`src/rtl/add12u_pkg.sv`:
```
// add12u_pkg: shared widths, mode enum, S1 payload and round-robin grant helper
package add12u_pkg;
  localparam int ADD_W = 12;
  localparam int SUM_W = 13;
  localparam int TAG_MAX = 3;
  typedef enum logic {
    MODE_EXACT  = 1'b0,
    MODE_APPROX = 1'b1
  } add_mode_e;
  typedef struct packed {
    logic [ADD_W-1:0]   a;
    logic [ADD_W-1:0]   b;
    logic [TAG_MAX-1:0] tag;
    add_mode_e          mode;
  } s1_t;
  // First valid requester after last, wrapping modulo n; one-hot or zero.
  function automatic logic [7:0] rr_grant(input logic [7:0] valid, input logic [2:0] last, input int n);
    logic [7:0] g;
    logic [2:0] idx;
    g = '0;
    for (int k = 1; k <= 8; k++) begin
      idx = 3'((int'(last) + k) % n);
      if (k <= n && g == '0 && valid[idx]) g[idx] = 1'b1;
    end
    return g;
  endfunction
endpackage

```
`src/rtl/add12u_core.sv`:
```
// add12u_core: combinational 12-bit adder, approximate (add12u_0LB) or exact sum
module add12u_core
  import add12u_pkg::*;
(
  input  logic [ADD_W-1:0] a,
  input  logic [ADD_W-1:0] b,
  input  add_mode_e        mode,
  output logic [SUM_W-1:0] sum
);
  logic [8:0]       hi;
  logic [SUM_W-1:0] approx;
  logic [SUM_W-1:0] exact;
  assign hi     = {1'b0, a[11:4]} + {1'b0, b[11:4]} + {8'd0, a[3]};
  assign approx = {hi, b[3], b[2], a[1], b[1]};
  assign exact  = {1'b0, a} + {1'b0, b};
  assign sum    = (mode == MODE_APPROX) ? approx : exact;
endmodule

```
`src/rtl/add12u_rr_share.sv`:
```
// add12u_rr_share: round-robin front end sharing one add12u core across NREQ requesters
module add12u_rr_share
  import add12u_pkg::*;
#(
  parameter int NREQ = 4,
  parameter int TAGW = $clog2(NREQ)
) (
  input  logic                  clk,
  input  logic                  rst_n,
  input  logic [NREQ-1:0]       req_valid,
  output logic [NREQ-1:0]       req_ready,
  input  logic [NREQ*ADD_W-1:0] req_a,
  input  logic [NREQ*ADD_W-1:0] req_b,
  input  logic [NREQ-1:0]       req_approx,
  output logic                  res_valid,
  input  logic                  res_ready,
  output logic [SUM_W-1:0]      res_sum,
  output logic [TAGW-1:0]       res_tag,
  output logic                  res_approx,
  output logic                  busy
);
  logic             s1_valid;
  s1_t              s1;
  logic [TAGW-1:0]  last;
  logic [NREQ-1:0]  grant;
  logic             s1_en;
  logic             s2_en;
  logic             hs;
  logic [TAGW-1:0]  gidx;
  logic [ADD_W-1:0] ga;
  logic [ADD_W-1:0] gb;
  logic             gm;
  logic [SUM_W-1:0] core_sum;
  assign grant     = NREQ'(rr_grant(8'(req_valid), 3'(last), NREQ));
  assign s2_en     = !res_valid | res_ready;
  assign s1_en     = !s1_valid | s2_en;
  assign req_ready = grant & {NREQ{s1_en}};
  assign hs        = |req_ready;
  assign busy      = s1_valid | res_valid;
  // Decode the one-hot grant into a tag and steer that requester's operands
  always_comb begin
    gidx = '0;
    ga   = '0;
    gb   = '0;
    gm   = 1'b0;
    for (int i = 0; i < NREQ; i++) begin
      if (grant[i]) begin
        gidx = TAGW'(i);
        ga   = req_a[ADD_W*i +: ADD_W];
        gb   = req_b[ADD_W*i +: ADD_W];
        gm   = req_approx[i];
      end
    end
  end
  // S1 captures the accepted request; the pointer moves only on a real handshake
  always_ff @(posedge clk or negedge rst_n) begin
    if (!rst_n) begin
      s1_valid <= 1'b0;
      s1       <= '0;
      last     <= TAGW'(NREQ - 1);
    end else if (hs) begin
      s1_valid <= 1'b1;
      s1       <= '{a: ga, b: gb, tag: 3'(gidx), mode: add_mode_e'(gm)};
      last     <= gidx;
    end else if (s1_en) begin
      s1_valid <= 1'b0;
    end
  end
  add12u_core u_core (
    .a   (s1.a),
    .b   (s1.b),
    .mode(s1.mode),
    .sum (core_sum)
  );
  // S2 output register holds until downstream accepts
  always_ff @(posedge clk or negedge rst_n) begin
    if (!rst_n) begin
      res_valid  <= 1'b0;
      res_sum    <= '0;
      res_tag    <= '0;
      res_approx <= 1'b0;
    end else if (s2_en) begin
      res_valid <= s1_valid;
      if (s1_valid) begin
        res_sum    <= core_sum;
        res_tag    <= TAGW'(s1.tag % NREQ);
        res_approx <= (s1.mode == MODE_APPROX);
      end
    end
  end
endmodule

```
`config.mk`:
```
export PLATFORM = sky130hd
export DESIGN_NAME = add12u_rr_share
export DESIGN_NICKNAME = d
export VERILOG_FILES = /design/src/rtl/add12u_pkg.sv /design/src/rtl/add12u_core.sv /design/src/rtl/add12u_rr_share.sv
export SDC_FILE = /design/constraint.sdc
export NUM_CORES = 1
export LEC_CHECK = 0
export CORE_MARGIN = 1
export CORE_UTILIZATION = 50
export CTS_CLUSTER_DIAMETER = 50
export DETAILED_ROUTE_END_ITERATION = 16
export PLACE_DENSITY = 0.86
export SYNTH_ARGS = -nofsm -noshare
export SYNTH_HDL_FRONTEND = slang
export SYNTH_HIERARCHICAL = 1
export SYNTH_SLANG_ARGS = --single-unit
```
`constraint.sdc`:
```
create_clock -name clk -period 6.4 [get_ports clk]
set_clock_uncertainty 0.1 [all_clocks]
set_input_delay 1.28 -clock clk [delete_from_list [all_inputs] [get_ports clk]]
set_output_delay 1.28 -clock clk [all_outputs]
set_load 0.05 [all_outputs]
```
==> tab_implementation.tex <==
\begin{tabular}{lr}
\hline
Metric & Value \\
\hline
\multicolumn{2}{l}{\textbf{Timing}} \\
\quad Count of pins over their slew limit & 0 \\
\quad Final total negative setup slack & 0 ps \\
\quad Worst Max-Slew Pin Slew & 1200 ps \\
\quad Worst max-slew margin expressed relative to the limit & 0.197 \\
\quad Period Utilization, post-route & 0.912 \\
\quad Worst Slack Setup Final & 566 ps \\
\quad Maximum operating frequency & 171 MHz \\
\quad Number of setup violations in the final report & 0 \\
\quad Final Critical Period & 5830 ps \\
\quad Setup repair after global routing missed its margin & no \\
\quad Count of endpoints failing hold in the final timing report & 0 \\
\multicolumn{2}{l}{\textbf{Hold path}} \\
\quad Type of the worst min-delay path & reg -> reg \\
\quad Launch instance of the worst min-delay path & res\_tag[1]\$\_DFFE\_PN0P\_ \\
\multicolumn{2}{l}{\textbf{Clock tree}} \\
\quad CTS root buf & sky130\_fd\_sc\_hd\_\_clkbuf\_8 \\
\quad Post-cts gate resize count & 0 \\
\quad H-tree levels & 2 \\
\quad Hold buffer count at CTS & 0 \\
\quad Clock slew at the register clock pins of the worst setup and hold paths & 90 ps \\
\quad Clock latency reported for the late side of the worst-skew pair & 290 ps \\
\quad CTS tree & yes \\
\quad Clock sink count & 47 \\
\quad Setup Buffers After CTS & 0 \\
\quad TritonCTS Buffers & 5 \\
\quad Max Root-Sink Buffers & 2 \\
\multicolumn{2}{l}{\textbf{Place}} \\
\quad Port Buffers & 128 \\
\quad Cell area reported after detailed placement & 4940 um2 \\
\quad Post-Place Setup Slack & 643 ps \\
\quad Gpl congestion & 0.935 \\
\quad HPWL after detailed placement & 7500 um \\
\multicolumn{2}{l}{\textbf{Drt}} \\
\quad Post-route DRC & 0 \\
\quad Via count of the routed design & 3435 \\
\quad Number of vias per cell after detailed routing & 5.79 \\
\quad Detailed-router iteration count before antenna repair & 4 \\
\quad Post-detailed-route count of antenna-violating nets & 0 \\
\quad Total detailed-routing wirelength & 9560 um \\
\quad Post-detailed-route wirelength per cell & 16.1 um \\
\quad Initial detailed-routing violation count & 164 \\
\multicolumn{2}{l}{\textbf{Yosys}} \\
\quad Cell area after technology mapping & 3640 um2 \\
\quad Share of flip-flops with an asynchronous set or reset after synthesis & 1.00 \\
\quad Post-synthesis cell count & 378 \\
\quad Number of distinct library cells after synthesis & 61 \\
\quad Synthesized flop and latch total & 47 \\
\quad Yosys warns & 6 \\
\quad Most common flop cell mapped by yosys & sky130\_fd\_sc\_hd\_\_dfrtp\_1 \\
\quad Post-synth net total & 508 \\
\quad Post-Syn Area per Cell & 9.63 um2 \\
\quad Post-synth EDFFs & 0 \\
\quad Sequential area share after synthesis & 0.324 \\
\multicolumn{2}{l}{\textbf{Job}} \\
\quad Max cap viols & 0 \\
\multicolumn{2}{l}{\textbf{Finish}} \\
\quad Total number of nets in the final design & 626 \\
\quad Area of all placed cells without fillers & 5070 um2 \\
\quad Filler cell count & 559 \\
\quad Layout cell share with drive strength beyond 1 & 0.105 \\
\quad Number of inserted diodes & 0 \\
\quad Layout overhead on the synthesized area & 39.3\% \\
\multicolumn{2}{l}{\textbf{Critical path}} \\
\quad Slowest cell on the critical path & sky130\_fd\_sc\_hd\_\_a222oi\_1 \\
\quad Cells along the critical path & clkdlybuf4s50\_1 -> mux4\_2 -> a222oi\_1 -> a31oi\_1 -> nor2\_1 -> clkdlybuf4s50\_1 \\
\quad Largest driver fanout on the critical path & 13 \\
\quad Largest incremental delay on the critical path & 870 ps \\
\quad Crit path arrival time & 4450 ps \\
\quad Critical path type & in -> out \\
\quad Most prevalent standard cell on the critical path & sky130\_fd\_sc\_hd\_\_clkdlybuf4s50\_1 \\
\quad Element type at the critical path end & primary output \\
\quad Launching element type of the critical path & primary input \\
\quad Worst reg2reg startpoint & last[0]\$\_DFFE\_PN1P\_ \\
\quad Timing startpoint of the critical path & req\_valid[1] \\
\quad Crit path required time & 5020 ps \\
\multicolumn{2}{l}{\textbf{Floorplan}} \\
\quad Initial Util & 0.527 \\
\quad Number of rows created at floorplan & 30 \\
\quad Area inside the core boundary & 6910 um2 \\
\quad Boundary Pins & 129 \\
\quad Floorplan die height & 87.3 um \\
\quad Width of the die & 87.3 um \\
\quad Die ar. & 7620 um2 \\
\multicolumn{2}{l}{\textbf{Global route}} \\
\quad Residual overflow from global routing & 0 \\
\quad Vias in the first global route & 3292 \\
\quad First-pass GRT wire length & 15400 um \\
\quad GRT Overall Usage & 0.257 \\
\quad Initial antenna violation count & 0 \\
\quad Maximum number of pins on one net before global-route repair & 57 \\
\multicolumn{2}{l}{\textbf{Status}} \\
\quad Outcome & finished clean \\
\hline
\end{tabular}
final timing paths:
| path | to | slack (ps) | cells after the start |
|---|---|---|---|
| min in group asynchronous | res_sum[11]$_DFFE_PN0P_ | 1050 | 1 |
| min | res_tag[1]$_DFFE_PN0P_ | 380 | 2 |
| max in group asynchronous | s1[7]$_DFFE_PN0P_ | 4540 | 1 |
| max | req_ready[0] | 570 | 6 |
| min reg2reg | res_tag[1]$_DFFE_PN0P_ | 380 | 2 |
| max reg2reg | s1[1]$_DFFE_PN0P_ | 1900 | 9 |
critical path: cells and delay by family:
kind                   cells  cell delay [ps]
AOI/OAI and AO/OA          2             1120
buffers and inverters      2             1290
muxes                      1              630
and+or+nand+nor            1              130
layout make-up:
class / count / area (um2) / area share
multi-input combinational: 300 / 2290 / 0.452
timing repair buffer: 131 / 1310 / 0.258
sequential: 47 / 1180 / 0.232
tap: 96 / 120 / 0.0237
clock buffer: 6 / 72.6 / 0.0143
clock inverter: 2 / 60.1 / 0.0118
inverter: 11 / 41.3 / 0.00814
flip-flops by register name, indices dropped and copies added (netlist names):
register    flops
res_valid       1
last            2
s1_valid        1
res_approx      1
res_tag         2
s1             27
res_sum        13
cells in the mapped netlist (all sizes together), types with 3 or more instances:
library cell  instances  area, um2
nor2                 37        139
buf                  14        113
o211ai                5       51.3
clkbuf                6       22.5
nand2                42        158
xnor2                 4       35.0
inv                  11       41.3
mux4                  4       90.1
a31oi                26        163
a21bo                 3       30.0
a22o                 25        219
a21o                  4       30.0
nand2b                4       25.0
o21ai                14       70.1
nor2b                 5       31.3
ha                   20        250
dfrtp                45       1130
a21oi                12       67.6
nand3                 3       15.0
a211oi                5       37.5
fa                    3       60.1
xor2                  5       43.8
mux2                 17        191
mux2i                26        260
per-stage QoR:
| step | cells | util | hold slack [ps] |
|---|---|---|---|
| after global placement | 585 | 0.715 | 361 |
| final | 593 | 0.734 | 384 |
| after CTS | 593 | 0.734 | 391 |
| after global routing | 593 | 0.734 | 422 |
| after floorplan | 378 | - | 361 |
| after detailed placement | 585 | 0.715 | 371 |
cell usage in the layout, fill, tap and decap left out, types with 4 or more instances in the layout:
master,instances
sky130_fd_sc_hd__nand2_1,42
sky130_fd_sc_hd__o21ai_1,7
sky130_fd_sc_hd__nor2b_1,5
sky130_fd_sc_hd__clkdlybuf4s50_1,126
sky130_fd_sc_hd__a21o_1,4
sky130_fd_sc_hd__a22o_1,25
sky130_fd_sc_hd__a31oi_1,26
sky130_fd_sc_hd__o21ai_0,7
sky130_fd_sc_hd__o211ai_1,4
sky130_fd_sc_hd__dfrtp_1,45
sky130_fd_sc_hd__mux2_2,17
sky130_fd_sc_hd__a211oi_1,5
sky130_fd_sc_hd__xnor2_1,4
sky130_fd_sc_hd__nor2_1,37
sky130_fd_sc_hd__xor2_1,5
sky130_fd_sc_hd__clkbuf_8,5
sky130_fd_sc_hd__a21oi_1,9
sky130_fd_sc_hd__inv_1,10
sky130_fd_sc_hd__nand2b_1,4
sky130_fd_sc_hd__ha_1,20
sky130_fd_sc_hd__mux4_2,4
sky130_fd_sc_hd__mux2i_1,26
kinds of logic (layout without fill, tap and decap cells):
family,count (synthesis),after routing,synth area share
adder cells (fa/ha/maj),23,23,0.0853
AO/OA/AOI/OAI,111,111,0.234
flip-flops,47,47,0.324
buffers and inverters,31,150,0.0485
XOR/XNOR,9,9,0.0217
AND/OR/NAND/NOR,110,110,0.138
multiplexers,47,47,0.149
metal layers:
metal  share of wire  global-route usage  routed length (um)
met1            0.44               0.344                4160
met2            0.49               0.442                4730
met3           0.052              0.0351                 500
met4           0.018              0.0566                 171
met5               0                   0                   0
Power is left out: the tool's default activity adds up to more than one toggle a clock period on the data nets, which glitch-free logic cannot reach.
